File: src/rtl/logic_stream_fifo_single_clock.sv
// logic_stream_fifo_single_clock: single-clock valid/ready FIFO of CAPACITY x WIDTH words; ports aclk, areset_n, rx_tvalid/rx_tdata/rx_tready (in), tx_tready/tx_tvalid/tx_tdata (out)
module logic_stream_fifo_single_clock #(
  parameter int WIDTH = 1,
  parameter int CAPACITY = 256
) (
  input  logic             aclk,
  input  logic             areset_n,
  input  logic             rx_tvalid,
  input  logic [WIDTH-1:0] rx_tdata,
  output logic             rx_tready,
  input  logic             tx_tready,
  output logic             tx_tvalid,
  output logic [WIDTH-1:0] tx_tdata
);
  localparam int PW = $clog2(CAPACITY);
  localparam int CW = $clog2(CAPACITY + 1);
  localparam logic [PW-1:0] LAST = PW'(CAPACITY - 1);
  if (CAPACITY < 4 || WIDTH < 1) begin : g_bad_params
    $error("logic_stream_fifo_single_clock: CAPACITY must be >= 4 and WIDTH >= 1");
  end
  logic [WIDTH-1:0] mem [CAPACITY];
  logic [PW-1:0] wr_ptr, rd_ptr;
  logic [CW-1:0] count, next_count;
  logic push, pop;
  assign push = rx_tvalid & rx_tready;
  assign pop = tx_tvalid & tx_tready;
  assign next_count = count + CW'(push) - CW'(pop);
  assign tx_tdata = mem[rd_ptr];
  always_ff @(posedge aclk or negedge areset_n)
    if (!areset_n) begin
      wr_ptr <= '0;
      rd_ptr <= '0;
      count <= '0;
      rx_tready <= 1'b0;
      tx_tvalid <= 1'b0;
    end else begin
      if (push) wr_ptr <= wr_ptr == LAST ? '0 : wr_ptr + 1'b1;
      if (pop) rd_ptr <= rd_ptr == LAST ? '0 : rd_ptr + 1'b1;
      count <= next_count;
      rx_tready <= next_count < CW'(CAPACITY);
      tx_tvalid <= next_count != '0;
    end
  always_ff @(posedge aclk)
    if (push) mem[wr_ptr] <= rx_tdata;
endmodule

File: config.mk
export PLATFORM = sky130hd
export DESIGN_NAME = logic_stream_fifo_single_clock
export DESIGN_NICKNAME = d
export VERILOG_FILES = /design/src/rtl/logic_stream_fifo_single_clock.sv
export SDC_FILE = /design/constraint.sdc
export NUM_CORES = 1
export LEC_CHECK = 0
export CAP_MARGIN = 20
export CORE_UTILIZATION = 40
export CTS_BUF_LIST = sky130_fd_sc_hd__clkbuf_8
export DETAILED_ROUTE_END_ITERATION = 12
export SLEW_MARGIN = 0
export SYNTH_ARGS = -nofsm -noshare
export SYNTH_HDL_FRONTEND = slang
export SYNTH_SLANG_ARGS = --single-unit
File: constraint.sdc
create_clock -name aclk -period 4.75 [get_ports aclk]
set_input_delay 0.95 -clock aclk [delete_from_list [all_inputs] [get_ports aclk]]
set_output_delay 0.95 -clock aclk [all_outputs]
set_load 0.02 [all_outputs]
==> flow_metrics.py, run 1 <==
metrics = {
    "clock_tree": {
        "clkLatencyLatePin_ns": 0.56,
        "cts_buffers": 47,
        "clock_sinks": 283,
        "tritoncts": "done",
        "clk_pin_slew_ns": 0.06,
        "cts_buffer_depth": 3,
        "holdBufCountCts": 0,
        "root_buffer": "clkbuf_8",
        "cts_max_level": 2,
    },
    "route": {
        "viasPerCell": 5.56,
        "wl_um": 30400,
        "firstDrtPassIters": 5,
        "drt_iter0_drc": 747,
        "vias": 7661,
        "routedWlPerCell_um": 22.1,
        "ant_nets": 0,
        "drc": 0,
    },
    "power": {
        "p_leak_nw": 4.52,
        "ir_drop_v": 0.000454,
        "cellPowerDensity_mw_per_mm2": 519,
    },
    "sta": {
        "maxSlewViolCount": 0,
        "setup_viol": 0,
        "rsz0062_at_grt": "false",
        "period_needed_ns": 4.55,
        "period_share_pct": 95.8,
        "timing.fmax_mhz": 220,
        "hold_viol": 0,
        "slew_headroom_pct": 25.6,
        "finalClockSkew_ns": 0.0162,
        "setup_tns_ns": 0,
        "worst_pin_slew_ns": 1.11,
    },
    "synth": {
        "syn_area_per_cell_um2": 13.5,
        "synth_most_common_cell": "nor2_1",
        "synthAdderAreaFrac_pct": 1.54,
        "synth_compound_area_share_pct": 4.29,
        "ys_warn_count": 0,
        "syn_inst": 935,
        "yosysTopAreaCellShare_pct": 60.7,
        "synth_top_family_by_area": "simple AND/OR/NAND/NOR gates",
        "synthArstFlopShare_pct": 9.54,
        "synth.ff_latch_count": 283,
        "synth_top_cell_by_area": "edfxtp_1",
        "synth_fp_nets": 955,
        "synth_area_mm2": 0.0127,
        "ys_types": 54,
        "synth.area.mux_share_pct": 12.1,
        "synthTopCellsByCount": "nor2_1, edfxtp_1, mux4_2",
        "synthTopCellsByArea": "edfxtp_1, mux4_2, nor2_1",
        "synth_edf_count": 256,
        "synth-simple-area-share_pct": 12.1,
        "synth_ff_type": "edfxtp_1",
        "synth-seq-area-share_pct": 66.1,
        "synth_xor_area_share_pct": 0.969,
    },
    "final_layout": {
        "drive_above_1_share_pct": 15.7,
        "antenna_cells": 0,
        "fin_util_pct": 45.8,
        "final_nets": 964,
        "syn_to_final_growth_pct": 11.5,
    },
    "critical_path": {
        "path_cells": "buf_12 > mux4_2 > a211oi_1 > o21ai_1 > a221oi_1 > a31oi_1 > o211a_1 > clkdlybuf4s50_1",
        "start_kind": "flip-flop",
        "crit_buf_inv": 2,
        "slowest_delay_ns": 0.55,
        "worst_setup_path_end_kind": "output pin",
        "crit_required_ns": 3.80,
        "path_delay_family": "compound AO/OA/AOI/OAI gates",
        "path_max_fanout": 31,
        "worst-setup-path-type": "flip-flop to output pin",
        "slowest_stage": "clkdlybuf4s50_1",
        "critPathArrivalTime_ns": 3.60,
    },
    "die": {
        "core.rowCount": 64,
        "start_util_pct": 41.1,
        "io_pins": 8,
        "die_h_um": 180,
        "dieArea_mm2": 0.0324,
        "core-area_mm2": 0.0308,
        "die_w_um": 180,
    },
    "run_status": {
        "status": "completed",
    },
    "global_route": {
        "grt_use_total_pct": 19.1,
        "antenna_found_initial": 0,
        "grt_max_degree": 162,
        "grt.overflow.total": 0,
        "grt_pass1_vias": 7667,
        "grt_pass1_wl_um": 46100,
    },
    "placed_design": {
        "gp_congestion": 0.798,
        "dp_hpwl_um": 17600,
        "portBuffers": 7,
    },
    "hold_path": {
        "hold_path_class": "flip-flop to flip-flop",
    },
    "run": {
        "maxCapViolCount": 0,
    },
}
flip-flops by register name, indices dropped and copies added (netlist names):
register,count
count,9
rd_ptr,8
rx_tready,1
mem,256
tx_tvalid,1
wr_ptr,8
per-stage QoR:
step	hold slack [ns]	power [mW]	cells	cell area, µm²	worst slack, ns
floorplan	0.472	4.48	935	12700	1.42
global placement	0.487	5.12	1284	13100	0.531
detailed placement	0.497	5.13	1284	13100	0.501
CTS	0.512	7.35	1371	14100	0.0269
global route	0.524	7.67	1377	14100	0.0123
finish	0.503	7.32	1377	14100	0.201
cell type report:
cell class                 instances  area, µm²
clock inverter                    30        206
timing repair buffer              28        274
fill                            2706      16700
inverter                          19       71.3
clock buffer                      56        771
multi-input combinational        565       3930
sequential                       283       8370
tap                              396        495
power breakdown:
part           internal (mW)  switching, mW  total, mW
Clock                   1.24          0.976       2.21
Sequential              2.83          0.197       3.03
Combinational          0.864           1.22       2.08
repair_timing:
action / in CTS / in global routing
resized for setup: 0 / 2
endpoints found under the setup margin: 1 / 1
cloned: 0 / 0
pin swaps: 0 / 0
buffers inserted: 1 / 6
per-layer routing:
metal  wire length (µm)  GRT usage (%)  up-vias  part of all wire [%]
met2              14400           30.1      255                    47
met4                716           7.10        0                   2.4
li1                   -              -     3446                     -
met5                  0              0        -                     0
met1              13400           26.4     3911                    44
met3               1910           3.36       49                   6.3
final timing paths:
| kind | cells past startpoint | end | slack (ns) | from |
|---|---|---|---|---|
| max in group asynchronous | 2 | rd_ptr[0]$_DFFE_PN0P_ | 3.66 | areset_n |
| min in group asynchronous | 2 | count[4]$_DFF_PN0_ | 0.78 | areset_n |
| worst max-delay path | 8 | tx_tdata | 0.20 | rd_ptr[0]$_DFFE_PN0P_ |
| worst min register to register | 1 | count[0]$_DFF_PN0_ | 0.50 | count[0]$_DFF_PN0_ |
| worst max register to register | 13 | tx_tvalid$_DFF_PN0_ | 1.65 | tx_tvalid$_DFF_PN0_ |
| worst min-delay path | 1 | count[0]$_DFF_PN0_ | 0.50 | count[0]$_DFF_PN0_ |
worst reg2reg max path, stage by stage (launching register included):
cell and delay [ns]:
dfrtp_1 0.37, nand2_1 0.17, inv_1 0.17, ha_1 0.31
inv_1 0.04, ha_1 0.20, fa_1 0.43, a21o_1 0.19
a21oi_1 0.28, o21bai_1 0.10, a21oi_1 0.19, xnor2_1 0.10
nor4_1 0.30, nand3b_1 0.13
kinds of logic after synthesis:
| family | count (synthesis) |
|---|---|
| AND/OR/NAND/NOR | 375 |
| flip-flops | 283 |
| buffers and inverters | 87 |
| multiplexers | 84 |
| AO/OA/AOI/OAI | 77 |
| adder cells (fa/ha/maj) | 15 |
| XOR/XNOR | 14 |
layout by cell type, fill, tap and decap left out, types with 11 or more instances in the layout:
master,n
nand3_1,23
nor2_1,278
inv_1,27
nor2b_1,12
dfrtp_1,25
ha_1,14
o21ai_0,11
nand2_1,37
edfxtp_1,256
clkbuf_8,56
buf_4,17
mux2i_1,28
mux4_2,55
a21oi_1,13
No activity file was read; power rests on OpenSTA's default activity.
==> inputs of run 2 (changes only) <==
--- a/config.mk
+++ b/config.mk
@@ -9,6 +9,7 @@
 export CORE_UTILIZATION = 40
 export CTS_BUF_LIST = sky130_fd_sc_hd__clkbuf_8
 export DETAILED_ROUTE_END_ITERATION = 12
+export GPL_TIMING_DRIVEN = 1
 export SLEW_MARGIN = 0
 export SYNTH_ARGS = -nofsm -noshare
 export SYNTH_HDL_FRONTEND = slang
==> results of run 2 <==
No change in the layout: final DEF, timing and power equal those of run 1.
